$ cat src/rtl/pipe_ctrl.sv
// Central pipeline controller: merges stage stall requests, sequences jump and
// exception redirects, and generates per-stage stall/flush vectors.
module pipe_ctrl #(
   parameter int unsigned REG_W         = 32,
   parameter int unsigned DRAIN_TIMEOUT = 16
) (
   input  logic             clk,
   input  logic             rst_n,
   input  logic             stallreq_if_i,
   input  logic             stallreq_id_i,
   input  logic             stallreq_ex_i,
   input  logic             stallreq_mem_i,
   input  logic             jump_req_i,
   input  logic [REG_W-1:0] jump_pc_i,
   input  logic             excp_req_i,
   input  logic [REG_W-1:0] excp_pc_i,
   input  logic             mem_busy_i,
   output logic [5:0]       stall_o,
   output logic [5:0]       flush_o,
   output logic             redirect_req_o,
   output logic [REG_W-1:0] redirect_pc_o,
   output logic             excp_ack_o,
   output logic             drain_timeout_o
);

   localparam int unsigned CNT_W = 8;
   localparam int unsigned VEC_W = 6;
   localparam logic [CNT_W-1:0] CNT_LAST = CNT_W'(DRAIN_TIMEOUT - 1);

   typedef enum logic [1:0] {
      S_IDLE  = 2'd0,
      S_DRAIN = 2'd1,
      S_TRAP  = 2'd2
   } state_t;

   state_t             r_state, w_state_nxt;
   logic               r_pend_vld, w_pend_vld_nxt;
   logic [REG_W-1:0]   r_pend_pc, w_pend_pc_nxt;
   logic [REG_W-1:0]   r_excp_pc, w_excp_pc_nxt;
   logic [CNT_W-1:0]   r_cnt, w_cnt_nxt;
   logic               r_timeout, w_timeout_nxt;

   logic [VEC_W-1:0]   w_stage_stall;
   logic [VEC_W-1:0]   w_stall;
   logic [VEC_W-1:0]   w_flush;
   logic               w_redir;
   logic [REG_W-1:0]   w_redir_pc;
   logic               w_ack;

   // Highest stalling stage freezes itself and everything upstream
   always_comb begin
      w_stage_stall = '0;
      if (stallreq_mem_i)     w_stage_stall = 6'b011111;
      else if (stallreq_ex_i) w_stage_stall = 6'b001111;
      else if (stallreq_id_i) w_stage_stall = 6'b000111;
      else if (stallreq_if_i) w_stage_stall = 6'b000011;
   end

   always_ff @(posedge clk or negedge rst_n) begin
      if (!rst_n) begin
         r_state    <= S_IDLE;
         r_pend_vld <= 1'b0;
         r_pend_pc  <= '0;
         r_excp_pc  <= '0;
         r_cnt      <= '0;
         r_timeout  <= 1'b0;
      end else begin
         r_state    <= w_state_nxt;
         r_pend_vld <= w_pend_vld_nxt;
         r_pend_pc  <= w_pend_pc_nxt;
         r_excp_pc  <= w_excp_pc_nxt;
         r_cnt      <= w_cnt_nxt;
         r_timeout  <= w_timeout_nxt;
      end
   end

   always_comb begin
      w_state_nxt    = r_state;
      w_pend_vld_nxt = r_pend_vld;
      w_pend_pc_nxt  = r_pend_pc;
      w_excp_pc_nxt  = r_excp_pc;
      w_cnt_nxt      = r_cnt;
      w_timeout_nxt  = r_timeout;
      w_stall        = '0;
      w_flush        = '0;
      w_redir        = 1'b0;
      w_redir_pc     = '0;
      w_ack          = 1'b0;

      case (r_state)
         S_IDLE: begin
            w_stall = w_stage_stall;
            if (excp_req_i) begin
               // Exception wins over any same-cycle or pending jump
               w_excp_pc_nxt  = excp_pc_i;
               w_pend_vld_nxt = 1'b0;
               w_cnt_nxt      = '0;
               w_state_nxt    = mem_busy_i ? S_DRAIN : S_TRAP;
            end else if (!w_stall[0]) begin
               if (jump_req_i) begin
                  w_redir        = 1'b1;
                  w_redir_pc     = jump_pc_i;
                  w_flush[1]     = 1'b1;
                  w_pend_vld_nxt = 1'b0;
               end else if (r_pend_vld) begin
                  w_redir        = 1'b1;
                  w_redir_pc     = r_pend_pc;
                  w_flush[1]     = 1'b1;
                  w_pend_vld_nxt = 1'b0;
               end
            end else if (jump_req_i) begin
               w_pend_vld_nxt = 1'b1;
               w_pend_pc_nxt  = jump_pc_i;
            end
         end
         S_DRAIN: begin
            w_stall   = 6'b001111;
            w_cnt_nxt = r_cnt + CNT_W'(1);
            if (!mem_busy_i) begin
               w_state_nxt = S_TRAP;
            end else if (r_cnt == CNT_LAST) begin
               w_state_nxt   = S_TRAP;
               w_timeout_nxt = 1'b1;
            end
         end
         S_TRAP: begin
            w_redir     = 1'b1;
            w_redir_pc  = r_excp_pc;
            w_flush     = 6'b011110;
            w_ack       = 1'b1;
            w_cnt_nxt   = '0;
            w_state_nxt = S_IDLE;
         end
         default: begin
            w_state_nxt = S_IDLE;
         end
      endcase

      // A frozen register feeding a running one must hand it a bubble
      for (int k = 1; k <= 3; k++) begin
         if (w_stall[k] && !w_stall[k+1]) w_flush[k+1] = 1'b1;
      end
   end

   assign stall_o         = rst_n ? w_stall : '0;
   assign flush_o         = rst_n ? w_flush : '0;
   assign redirect_req_o  = rst_n & w_redir;
   assign redirect_pc_o   = rst_n ? w_redir_pc : '0;
   assign excp_ack_o      = rst_n & w_ack;
   assign drain_timeout_o = r_timeout;

endmodule

$ cat config.mk
export PLATFORM = sky130hd
export DESIGN_NAME = pipe_ctrl
export DESIGN_NICKNAME = d
export VERILOG_FILES = /design/src/rtl/pipe_ctrl.sv
export SDC_FILE = /design/constraint.sdc
export NUM_CORES = 1
export LEC_CHECK = 0
export CORE_MARGIN = 2
export CORE_UTILIZATION = 30
export DETAILED_ROUTE_END_ITERATION = 8
export DONT_BUFFER_PORTS = 1
export PLACE_DENSITY = 0.52
export SYNTH_ARGS = -nofsm -noshare
export SYNTH_HDL_FRONTEND = slang
export SYNTH_SLANG_ARGS = --single-unit
export TNS_END_PERCENT = 30
$ cat constraint.sdc
create_clock -name clk -period 3.9 [get_ports clk]
set_input_delay 0.585 -clock clk [delete_from_list [all_inputs] [get_ports clk]]
set_output_delay 0.585 -clock clk [all_outputs]
set_load 0.02 [all_outputs]
==> results.md <==
- # IOs: 120
- Crit-path cells: nor2b_4 > and2_1 > a31o_2
- Worst reg2reg path startpoint: r_state[0]$_DFFE_PN0P_
- GRT Total Usage: 0.144
- Max Slew Vio Count: 0
- Total number of vias: around 3000
- F_max: between 300 and 400 MHz
- Area Growth Syn to Fin: 9.70%
- CTS resizes: 0
- Slew @ Worst Pin: 0.873 ns
- WP buf/inv: 0
- Cts bufs inserted: 9
- Number of flops mapped to enable cells by yosys: 0
- Synthesized area: about 0.0043 mm^2
- DP Area: roughly 0.0044 mm^2
- Synth warn: 0
- Setup TNS: 0 ns
- CTS hold repair buffers: 1
- Number of iterations in the first detailed-routing pass: 4
- Core footprint: roughly 0.014 mm^2
- Largest net degree at the start of global routing: 77
- RD Place Congestion: 0.811
- Worst-skew pair later-pin latency: between 0.3 and 0.4 ns
- Fill cells: 1435
- Final Cycle Share: 0.747
- Total wire length: 10.8 mm
- First-pass GRT wire length: 16.7 mm
- Initial antenna violation count: 0
- Rows: 43
- NetSw: 0.619 mW
- CTS Buffer Depth: 2
- Maxcap violations: 0
- Final antenna-violating net count: 0
- Startpoint type of the worst setup path: flop
- Async set-or-reset flop fraction in the synthesized netlist: 1.00
- Logic pwr share: 0.165
- IO Port Bufs: 0
- Seq cells post-synth: 76
- Die height: 124 um
- Most used DFF post-synth: dfrtp_1
- Max-slew headroom: 0.417
- CP max FO: 33
- Postcts setup bufs: 0
- Max rail drop VDD: 177 uV
- P_int: about 1.7 mW
- Worst path top cell family by delay: simple AND/OR/NAND/NOR gates
- Crit Path Class: flop to output port
- Final Hold Viols: 0
- Diode count: 0
- Power Density: around 490 mW/mm^2
- Sw Share: 0.266
- Status: finished clean
- Share of cells above drive strength 1: 0.155
- Final #Nets: 470
- Total leakage power: a little under 2 nW
- CTS tree: yes
- Crit path required time: about 3.3 ns
- Die ar.: roughly 0.015 mm^2
- Clk network pwr share: 0.382
- DR WL/cell: about 19 um
- Vias per inst: around 5.3
- Clock Tree Root: clkbuf_16
- Reg2Reg Depth: 5
- RR Endpoint: r_pend_pc[12]$_DFFE_PN0P_
- Die width: between 100 and 150 um
- RSZ-0062 raised after global routing: false
- Synthesized area per cell: 10.3 um^2
- Starting density of the core: 0.308
- Worst-path clk slew: approximately 0.06 ns
- Worst path max stage delay: ~0.8 ns
- Clock Sinks: between 70 and 80
- Initial drt markers: 88
- Cells after Synth: around 420
- Final Core Density: 0.338
- R2R setup slack: about 1.6 ns
- WP depth: 3
- DRC: 0
- Final setup viols: 0
- Seq/Total Area, Yosys: 0.443
- Number of global-route vias before repair: around 3100
- Crit path DAT: around 2.3 ns
- Final min period: roughly 2.9 ns
- Register share of total power: 0.453
- Crit. End Element: output port
- Final instance area: between 0.004 and 0.005 mm^2
- Worst Skew: ~0.0043 ns
- Worst Hold Class: input port to async pin
- Hpwl dp: between 7 and 8 mm
- GRT overflow: 0
- Htree depth: 3
- CP max-delay cell: nor2b_4
- Netlist cell types: 39
kinds of logic after synthesis:
kind of cell	after synthesis	share of synthesized area
adders and majority gates	1	0.00291
AOI/OAI and AO/OA	93	0.135
other	1	0.000873
DFF	76	0.443
and+or+nand+nor	137	0.197
muxes	64	0.168
buffers and inverters	46	0.0533
layout make-up:
cell class | instances | area, um^2 | share of cell area
sequential | 76 | 1900 | 0.404
multi-input combinational | 298 | 2180 | 0.463
clock buffer | 11 | 243 | 0.0515
clock inverter | 5 | 75.1 | 0.0159
inverter | 5 | 18.8 | 0.00398
timing repair buffer | 6 | 65.1 | 0.0138
tap | 180 | 225 | 0.0478
sequential cells by signal, summed over array words and instances, names as in the netlist:
| name | count |
|---|---|
| r_excp_pc | 32 |
| r_pend_pc | 32 |
| r_cnt | 8 |
| r_state | 2 |
| drain_timeout_o | 1 |
| r_pend_vld | 1 |
power groups by stage:
| stage | Combinational (mW) | Clock [mW] | Sequential (mW) |
|---|---|---|---|
| 2_1_floorplan | 0.341 | 0 | 1.03 |
| 5_1_grt | 0.429 | 0.961 | 1.08 |
| 3_5_place_dp | 0.372 | 0 | 1.07 |
| 3_3_place_gp | 0.360 | 0 | 1.06 |
| 4_1_cts | 0.394 | 0.926 | 1.06 |
| 6_report | 0.385 | 0.889 | 1.06 |
stage by stage:
step / hold WS, ns / std cells / worst slack (ns) / power (mW)
after floorplan: 0.289 / 420 / 1.53 / 1.37
after global placement: 0.291 / 564 / 1.36 / 1.42
after detailed placement: 0.291 / 564 / 1.30 / 1.44
after global routing: 0.169 / 581 / 0.854 / 2.47
after CTS: 0.151 / 581 / 0.948 / 2.38
final: 0.159 / 581 / 0.987 / 2.33
worst reg2reg max path, stage by stage (launching register included):
cell and delay, ns:
dfrtp_1 0.51, nor3_4 0.20, buf_4 0.45, nand3b_2 0.28, buf_4 0.35, mux2_1 0.38
worst max path at each step:
stage,from,endpoint,slack [ns]
3_5_place_dp,r_state[1]$_DFFE_PN0P_,flush_o[1],1.30
4_1_cts,r_state[1]$_DFFE_PN0P_,flush_o[1],0.95
2_1_floorplan,stallreq_id_i,redirect_pc_o[10],1.53
5_1_grt,r_state[1]$_DFFE_PN0P_,flush_o[1],0.85
3_3_place_gp,r_state[1]$_DFFE_PN0P_,flush_o[1],1.36
6_report,r_state[1]$_DFFE_PN0P_,flush_o[1],0.99
cells in the mapped netlist (2+ instances only):
| cell type | n | area share |
|---|---|---|
| dfrtp_1 | 76 | 0.44 |
| a21oi_1 | 41 | 0.048 |
| nand2_1 | 37 | 0.032 |
| and2_1 | 34 | 0.050 |
| mux2_2 | 34 | 0.089 |
| o211ai_1 | 34 | 0.059 |
| and3b_1 | 33 | 0.067 |
| mux2_1 | 30 | 0.079 |
| clkbuf_1 | 27 | 0.024 |
| nor2_1 | 9 | 0.0079 |
| buf_4 | 8 | 0.014 |
| nand3_1 | 7 | 0.0082 |
| o21ai_0 | 7 | 0.0082 |
| inv_1 | 5 | 0.0044 |
| buf_2 | 3 | 0.0035 |
| buf_6 | 3 | 0.0079 |
| nand2b_1 | 3 | 0.0044 |
| a211oi_1 | 2 | 0.0035 |
| and3_1 | 2 | 0.0029 |
| nor2b_1 | 2 | 0.0029 |
| o21a_1 | 2 | 0.0035 |
| or4_1 | 2 | 0.0035 |
routing by layer:
metal | track usage | wire length, um
met2 | 0.244 | 5270
met4 | 0.0597 | 184
met3 | 0.0348 | 559
met5 | 0 | 0
met1 | 0.176 | 4770
cell usage in the layout (no fill, tap or decap), types with 2 or more instances in the layout:
| cell type | n |
|---|---|
| o21ai_0 | 7 |
| nand2b_1 | 2 |
| mux2_1 | 30 |
| inv_1 | 5 |
| nand2_1 | 37 |
| o21a_1 | 2 |
| nand3_1 | 7 |
| dfrtp_1 | 76 |
| buf_4 | 5 |
| conb_1 | 3 |
| and3b_1 | 33 |
| nor2_1 | 9 |
| and3_1 | 2 |
| or4_1 | 2 |
| o211ai_1 | 34 |
| and2_1 | 33 |
| clkinv_2 | 3 |
| clkbuf_16 | 9 |
| bufinv_16 | 2 |
| mux2_2 | 34 |
| a211oi_1 | 2 |
| a21oi_1 | 41 |
No activity file was read; power rests on OpenSTA's default activity.
